File: src/rtl/conv_layer_sequencer.sv
// Per-sample scheduler for a chained dilated conv1d stack.
// Each rising edge of sample_clk runs one inference pass: clock the input
// shift buffers, start each layer in turn, wait for its out_v, clock that
// layer's activation cache, then strobe the final output latch.
// Also reports pass timing, dropped sample edges and stuck layers.
//
// Ports:
//   clk, rst       system clock, synchronous active-high reset
//   sample_clk     sample strobe (synchronous to clk), edge-detected here
//   lsb_clk        1-cycle pulse: shift buffers capture a sample
//   conv_rst       one-hot 1-cycle pulse: start conv layer i
//   conv_out_v     out_v of conv layer i
//   cache_clk      1-cycle pulse: activation cache i captures layer i output
//   out_latch      1-cycle pulse: last layer output valid
//   busy           high while a pass is in progress
//   timeout_err    sticky, a layer never produced out_v
//   overrun_cnt    sample edges dropped while busy (saturating)
//   last_cycles    length of last completed pass in cycles
//   max_cycles     largest last_cycles since reset
module conv_layer_sequencer #(
    parameter int unsigned N_LAYERS = 3,
    parameter int unsigned CNT_W    = 16,
    parameter int unsigned TIMEOUT  = 4095
) (
    input  logic                                         clk,
    input  logic                                         rst,
    input  logic                                         sample_clk,
    output logic                                         lsb_clk,
    output logic [N_LAYERS-1:0]                          conv_rst,
    input  logic [N_LAYERS-1:0]                          conv_out_v,
    output logic [((N_LAYERS > 1) ? N_LAYERS - 1 : 1)-1:0] cache_clk,
    output logic                                         out_latch,
    output logic                                         busy,
    output logic                                         timeout_err,
    output logic [CNT_W-1:0]                             overrun_cnt,
    output logic [CNT_W-1:0]                             last_cycles,
    output logic [CNT_W-1:0]                             max_cycles
);

    localparam int unsigned CACHE_W = (N_LAYERS > 1) ? N_LAYERS - 1 : 1;
    localparam int unsigned IDX_W   = (N_LAYERS > 1) ? $clog2(N_LAYERS) : 1;
    localparam int unsigned WAIT_W  = $clog2(TIMEOUT + 2);

    localparam logic [CNT_W-1:0]  CNT_MAX   = '1;
    localparam logic [WAIT_W-1:0] WAIT_MAX  = '1;
    localparam logic [WAIT_W-1:0] WAIT_LAST = WAIT_W'(TIMEOUT - 1);
    localparam logic [IDX_W-1:0]  LAST_IDX  = IDX_W'(N_LAYERS - 1);

    typedef enum logic [2:0] {
        IDLE, CLK_LSB, RST_CONV, RUN_CONV, CLK_CACHE, OUTPUT
    } state_e;

    state_e               state_q, state_d;
    logic [IDX_W-1:0]     idx_q, idx_d;
    logic [WAIT_W-1:0]    wait_q, wait_d;
    logic [CNT_W-1:0]     cyc_q, cyc_d;
    logic                 prev_sample_q;
    logic                 timeout_err_q, timeout_err_d;
    logic [CNT_W-1:0]     overrun_q, overrun_d;
    logic [CNT_W-1:0]     last_q, last_d;
    logic [CNT_W-1:0]     max_q, max_d;
    logic                 lsb_clk_q, lsb_clk_d;
    logic [N_LAYERS-1:0]  conv_rst_q, conv_rst_d;
    logic [CACHE_W-1:0]   cache_clk_q, cache_clk_d;
    logic                 out_latch_q, out_latch_d;
    logic                 busy_q, busy_d;
    logic                 edge_c;

    // Next-state, counters and strobe decode
    always_comb begin
        state_d       = state_q;
        idx_d         = idx_q;
        wait_d        = wait_q;
        cyc_d         = cyc_q;
        timeout_err_d = timeout_err_q;
        overrun_d     = overrun_q;
        last_d        = last_q;
        max_d         = max_q;
        edge_c        = sample_clk & ~prev_sample_q;

        // Pass length counts every busy cycle; edges while busy are dropped
        if (state_q != IDLE) begin
            if (cyc_q != CNT_MAX) cyc_d = cyc_q + CNT_W'(1);
            if (edge_c && (overrun_q != CNT_MAX)) overrun_d = overrun_q + CNT_W'(1);
        end

        case (state_q)
            IDLE: begin
                if (edge_c) begin
                    state_d = CLK_LSB;
                    cyc_d   = CNT_W'(1);
                end
            end
            CLK_LSB: begin
                idx_d   = '0;
                state_d = RST_CONV;
            end
            RST_CONV: begin
                wait_d  = '0;
                state_d = RUN_CONV;
            end
            RUN_CONV: begin
                // wait_q == 0 is the first RUN cycle: a valid left over from
                // the previous pass may still be high, so it is not trusted
                if ((wait_q != '0) && conv_out_v[idx_q]) begin
                    state_d = (idx_q == LAST_IDX) ? OUTPUT : CLK_CACHE;
                end else if ((TIMEOUT != 0) && (wait_q == WAIT_LAST)) begin
                    timeout_err_d = 1'b1;
                    state_d       = IDLE;
                end else if (wait_q != WAIT_MAX) begin
                    wait_d = wait_q + WAIT_W'(1);
                end
            end
            CLK_CACHE: begin
                idx_d   = idx_q + IDX_W'(1);
                state_d = RST_CONV;
            end
            OUTPUT: begin
                last_d  = cyc_q;
                if (cyc_q > max_q) max_d = cyc_q;
                state_d = IDLE;
            end
            default: state_d = IDLE;
        endcase

        lsb_clk_d   = (state_d == CLK_LSB);
        conv_rst_d  = (state_d == RST_CONV) ? (N_LAYERS'(1) << idx_d) : '0;
        cache_clk_d = (state_d == CLK_CACHE) ? (CACHE_W'(1) << idx_d) : '0;
        out_latch_d = (state_d == OUTPUT);
        busy_d      = (state_d != IDLE);
    end

    // State and registered outputs
    always_ff @(posedge clk) begin
        prev_sample_q <= sample_clk;
        if (rst) begin
            state_q       <= IDLE;
            idx_q         <= '0;
            wait_q        <= '0;
            cyc_q         <= '0;
            timeout_err_q <= 1'b0;
            overrun_q     <= '0;
            last_q        <= '0;
            max_q         <= '0;
            lsb_clk_q     <= 1'b0;
            conv_rst_q    <= '0;
            cache_clk_q   <= '0;
            out_latch_q   <= 1'b0;
            busy_q        <= 1'b0;
        end else begin
            state_q       <= state_d;
            idx_q         <= idx_d;
            wait_q        <= wait_d;
            cyc_q         <= cyc_d;
            timeout_err_q <= timeout_err_d;
            overrun_q     <= overrun_d;
            last_q        <= last_d;
            max_q         <= max_d;
            lsb_clk_q     <= lsb_clk_d;
            conv_rst_q    <= conv_rst_d;
            cache_clk_q   <= cache_clk_d;
            out_latch_q   <= out_latch_d;
            busy_q        <= busy_d;
        end
    end

    assign lsb_clk     = lsb_clk_q;
    assign conv_rst    = conv_rst_q;
    assign cache_clk   = cache_clk_q;
    assign out_latch   = out_latch_q;
    assign busy        = busy_q;
    assign timeout_err = timeout_err_q;
    assign overrun_cnt = overrun_q;
    assign last_cycles = last_q;
    assign max_cycles  = max_q;

endmodule

File: config.mk
export PLATFORM = sky130hd
export DESIGN_NAME = conv_layer_sequencer
export DESIGN_NICKNAME = d
export VERILOG_FILES = /design/src/rtl/conv_layer_sequencer.sv
export SDC_FILE = /design/constraint.sdc
export NUM_CORES = 1
export LEC_CHECK = 0
export CORE_UTILIZATION = 49
export CTS_CLUSTER_DIAMETER = 60
export DETAILED_ROUTE_END_ITERATION = 10
export PLACE_DENSITY = 0.8
export SYNTH_ARGS = -nofsm -noshare
export SYNTH_HDL_FRONTEND = slang
export SYNTH_SLANG_ARGS = --single-unit
File: constraint.sdc
create_clock -name clk -period 3 [get_ports clk]
set_input_delay 0.3 -clock clk [delete_from_list [all_inputs] [get_ports clk]]
set_output_delay 0.3 -clock clk [all_outputs]
set_load 0.02 [all_outputs]
==> results.txt <==
----------------------------------------------------
[Global route]
  Global-route wire length before repair ... 16.15 mm
  GR met1 Demand/Resource ... 28.13%
  Maximum number of pins on one net before global-route repair ... 35
  Met2 layer usage reported by global route ... 38.00%
  Number of antenna violations at the first check in global routing ... 0
  Total congestion overflow ... 0
  Via count of the first global-routing pass ... 3570
  Peak-usage layer in the global routing report ... met2
  Total routing resource utilization after global routing ... 22.48%
  Met3 usage ... 4.739%

[STA]
  Headroom to the max-slew limit ... 26.19%
  Worst Max-Slew Pin Slew ... 1107 ps
  Count of pins over their slew limit ... 0
  Period minus WS final ... 2618 ps
  Fin. Hold Viols ... 0
  Count of endpoints failing setup in the final report ... 0
  RSZ-0062 raised after global routing ... no
  Post-route clock skew ... 10.93 ps
  Final total negative setup slack ... 0 ps
  Top achievable clock speed ... 382.0 MHz
  Share of the clock period used by the worst path after layout ... 87.26%

[Synth]
  Most numerous cell types in the synthesized netlist ... sky130_fd_sc_hd__dfxtp_1, sky130_fd_sc_hd__nor2_1, sky130_fd_sc_hd__nand2_1
  Proportion of synthesized flip-flops having asynchronous set or reset ... 0%
  Prevailing post-synth register cell ... sky130_fd_sc_hd__dfxtp_1
  Unique masters post-synth ... 47
  Per-instance average area after synthesis ... 8.291 sq um
  Count of mapped cells out of synthesis ... 522
  Synth area leaders ... sky130_fd_sc_hd__dfxtp_1, sky130_fd_sc_hd__ha_1, sky130_fd_sc_hd__nor2_1, sky130_fd_sc_hd__nand2_1, sky130_fd_sc_hd__a21oi_1
  Dominant cell type by area after synthesis ... sky130_fd_sc_hd__dfxtp_1
  Cell with the most instances after synthesis ... sky130_fd_sc_hd__dfxtp_1
  Portion of synthesized cell area occupied by the leading cell type ... 42.56%
  Synth Warn # ... 0
  Number of synthesized flops with an enable pin ... 0
  Total nets after synthesis ... 550
  Post-synthesis sequential area ratio ... 42.56%
  Post-synthesis cell area ... 4328 sq um
  Number of storage elements in the synthesis netlist ... 92

[Clock network]
  Insertion delay of the later-clocked pin in the worst-skew pair ... 360 ps
  Number of buffers inserted by post-CTS setup repair ... 0
  TritonCTS Sinks ... 92
  Number of buffers created by CTS ... 9
  Number of hold-repair buffers added at the cts stage ... 0
  Number of gates resized after CTS ... 0
  Max H-tree Level ... 3
  TritonCTS clock tree ... done
  Clk root buf ... sky130_fd_sc_hd__clkbuf_8
  Number of buffers on the longest clock path ... 2
  Clock input transition at the sequential cells of the worst setup and hold paths ... 90 ps

[Setup path]
  End of the worst register-to-register path ... max_cycles[2]
  Reg-to-reg slack, setup ... 380 ps
  Critical setup path kind ... reg2reg
  Beginning of the worst register-to-register path ... max_cycles[13]
  Critical Path End ... max_cycles[2]
  Endpoint type of the worst setup path ... register
  Worst-path fanout max ... 16
  Data required time at the worst endpoint ... 3240 ps
  Critical Path Source ... max_cycles[13]
  Critical path arrival ... 2850 ps
  Logic depth of the worst register-to-register path ... 8
  Critical Path Start Type ... register

[Floorplanning]
  Horizontal die dimension ... 95.98 um
  Initial Utilization ... 51.63%
  Die Span Y ... 95.98 um
  Die Area ... 9212 sq um
  Core area ... 8382 sq um
  Floorplan row count ... 33
  Count of boundary I/O pins ... 63

[Placement]
  IO Port Bufs ... 62
  Final RePlAce weighted congestion ... 0.8766
  DP Area ... 5050 sq um
  Post-DP HPWL ... 6.849 mm

[Finish]
  N_diodes ... 0
  Layout cells sized above 1 ... 5.299%
  Share of the core filled with cells ... 62.73%
  Number of nets in the finished design ... 608
  Total non-filler cell area in the finished layout ... 5258 sq um
  Synth-to-Final Area Change ... 21.48%
  Area used by multi-input combinational logic ... 2285 sq um
  Sequential cell area ... 1842 sq um
  Number of filler instances in the final layout ... 723

[Power]
  Leakage component of the power ... 2.009 nW
  Worst IR Drop VDD ... 0.3995 mV
  Power density over cell area ... 423.4 nW/um^2

[Drt]
  Detailed-route wire length per cell ... 14.08 um
  Drt first-iter violations ... 230
  Residual DRC count ... 0
  Routed wire length ... 9.718 mm
  Vias per std cell ... 5.677
  Detailed-routing iteration count for the pre-antenna-repair pass ... 5
  Post-detailed-route count of antenna-violating nets ... 0
  Routed vias ... 3917

[Outcome]
  Run status ... finished, final reports clean

[Hold path]
  Cells on Worst Hold Path ... 1
  Tightest Hold Check Type ... in2reg

[Run]
  Max-cap check violation count ... 0

----------------------------------------------------
## routing by layer
| metal | vias to the layer above | wire length [um] |
|---|---|---|
| li1 | 1935 | - |
| met1 | 1853 | 4592 |
| met2 | 120 | 4515 |
| met3 | 9 | 491 |
| met4 | 0 | 119 |
| met5 | - | 0 |
## worst max-delay path, cell delays in order (launching register included)
cell and delay (ps):
sky130_fd_sc_hd__dfxtp_1 370, sky130_fd_sc_hd__inv_1 60, sky130_fd_sc_hd__ha_1 300, sky130_fd_sc_hd__a21o_1 190, sky130_fd_sc_hd__a21oi_1 150, sky130_fd_sc_hd__o221ai_1 180, sky130_fd_sc_hd__o31ai_4 910, sky130_fd_sc_hd__mux2i_1 290
sky130_fd_sc_hd__nor2_1 50
## power by group
group          internal [mW]  switching [mW]  leakage (nW)
Sequential              1.23          0.0167         0.742
Clock                  0.414           0.451        0.0955
Combinational         0.0401          0.0731          1.17
Total                   1.69           0.541          2.01
## kinds of logic after synthesis
group                      synth area share, %
buffers and inverters                    4.857
AOI/OAI and AO/OA                        11.48
xor gates and xnor gates                 4.654
adders and majority gates                6.360
and+or+nand+nor                          25.47
DFF                                      42.56
muxes                                    4.626
## flip-flops by register name, indices dropped and copies added (netlist names), 2 cells and up
signal       count
state_q          3
conv_rst         3
idx_q            2
cyc_q           16
wait_q          13
last_cycles     16
overrun_cnt     16
max_cycles      16
cache_clk        2
## area by class of cell
cell class	instances	area share (%)
Clock buffer	10	2.618
Clock inverter	6	1.333
Inverter	29	2.070
Multi-Input combinational cell	377	43.46
Sequential cell	92	35.03
Tap cell	105	2.499
Timing Repair Buffer	71	12.99
## how the worst min path moves through the flow
stage / start / to / slack, ps
floorplan: sample_clk / prev_sample_q / 330
global placement: last_cycles[13] / last_cycles[13] / 440
CTS: sample_clk / prev_sample_q / 390
global route: sample_clk / prev_sample_q / 390
detailed placement: last_cycles[11] / last_cycles[11] / 450
finish: sample_clk / prev_sample_q / 400
## per-stage QoR
step	power, mW	setup slack (ps)	hold WS, ps	cells
final	2.226	382.1	403.7	690
after global placement	1.387	508.0	442.1	674
after global routing	2.309	148.2	386.9	690
after CTS	2.251	397.5	389.7	690
after floorplan	1.353	495.3	327.7	522
after detailed placement	1.389	412.6	447.2	674
## cells in the final DEF (no fill, tap or decap), types with 2 or more instances in the layout
cell type | netlist | layout
sky130_fd_sc_hd__nand2_1 | 63 | 63
sky130_fd_sc_hd__buf_4 | 0 | 9
sky130_fd_sc_hd__clkinvlp_4 | 0 | 3
sky130_fd_sc_hd__dfxtp_1 | 92 | 92
sky130_fd_sc_hd__clkdlybuf4s50_1 | 0 | 61
sky130_fd_sc_hd__nor2b_1 | 5 | 5
sky130_fd_sc_hd__inv_1 | 29 | 29
sky130_fd_sc_hd__o21a_1 | 2 | 2
sky130_fd_sc_hd__a21boi_0 | 2 | 2
sky130_fd_sc_hd__and4_1 | 4 | 4
sky130_fd_sc_hd__a31oi_1 | 3 | 3
sky130_fd_sc_hd__clkbuf_8 | 0 | 10
sky130_fd_sc_hd__ha_1 | 22 | 22
sky130_fd_sc_hd__nor4_1 | 5 | 5
sky130_fd_sc_hd__xor2_1 | 17 | 17
sky130_fd_sc_hd__a21oi_1 | 44 | 44
sky130_fd_sc_hd__or3_1 | 5 | 5
sky130_fd_sc_hd__nor3b_1 | 2 | 2
sky130_fd_sc_hd__o21ai_0 | 7 | 7
sky130_fd_sc_hd__inv_6 | 0 | 2
sky130_fd_sc_hd__o31ai_1 | 6 | 6
sky130_fd_sc_hd__nand4_1 | 22 | 22
sky130_fd_sc_hd__or4_1 | 7 | 7
sky130_fd_sc_hd__o211ai_1 | 4 | 4
sky130_fd_sc_hd__mux2i_1 | 20 | 20
sky130_fd_sc_hd__xnor2_1 | 6 | 6
sky130_fd_sc_hd__nand3_1 | 21 | 21
sky130_fd_sc_hd__nor3_1 | 12 | 12
sky130_fd_sc_hd__and3_1 | 7 | 7
sky130_fd_sc_hd__nor2_1 | 69 | 69
sky130_fd_sc_hd__a21o_1 | 4 | 4
sky130_fd_sc_hd__a211oi_1 | 2 | 2
(Power assumes the default switching activity.)
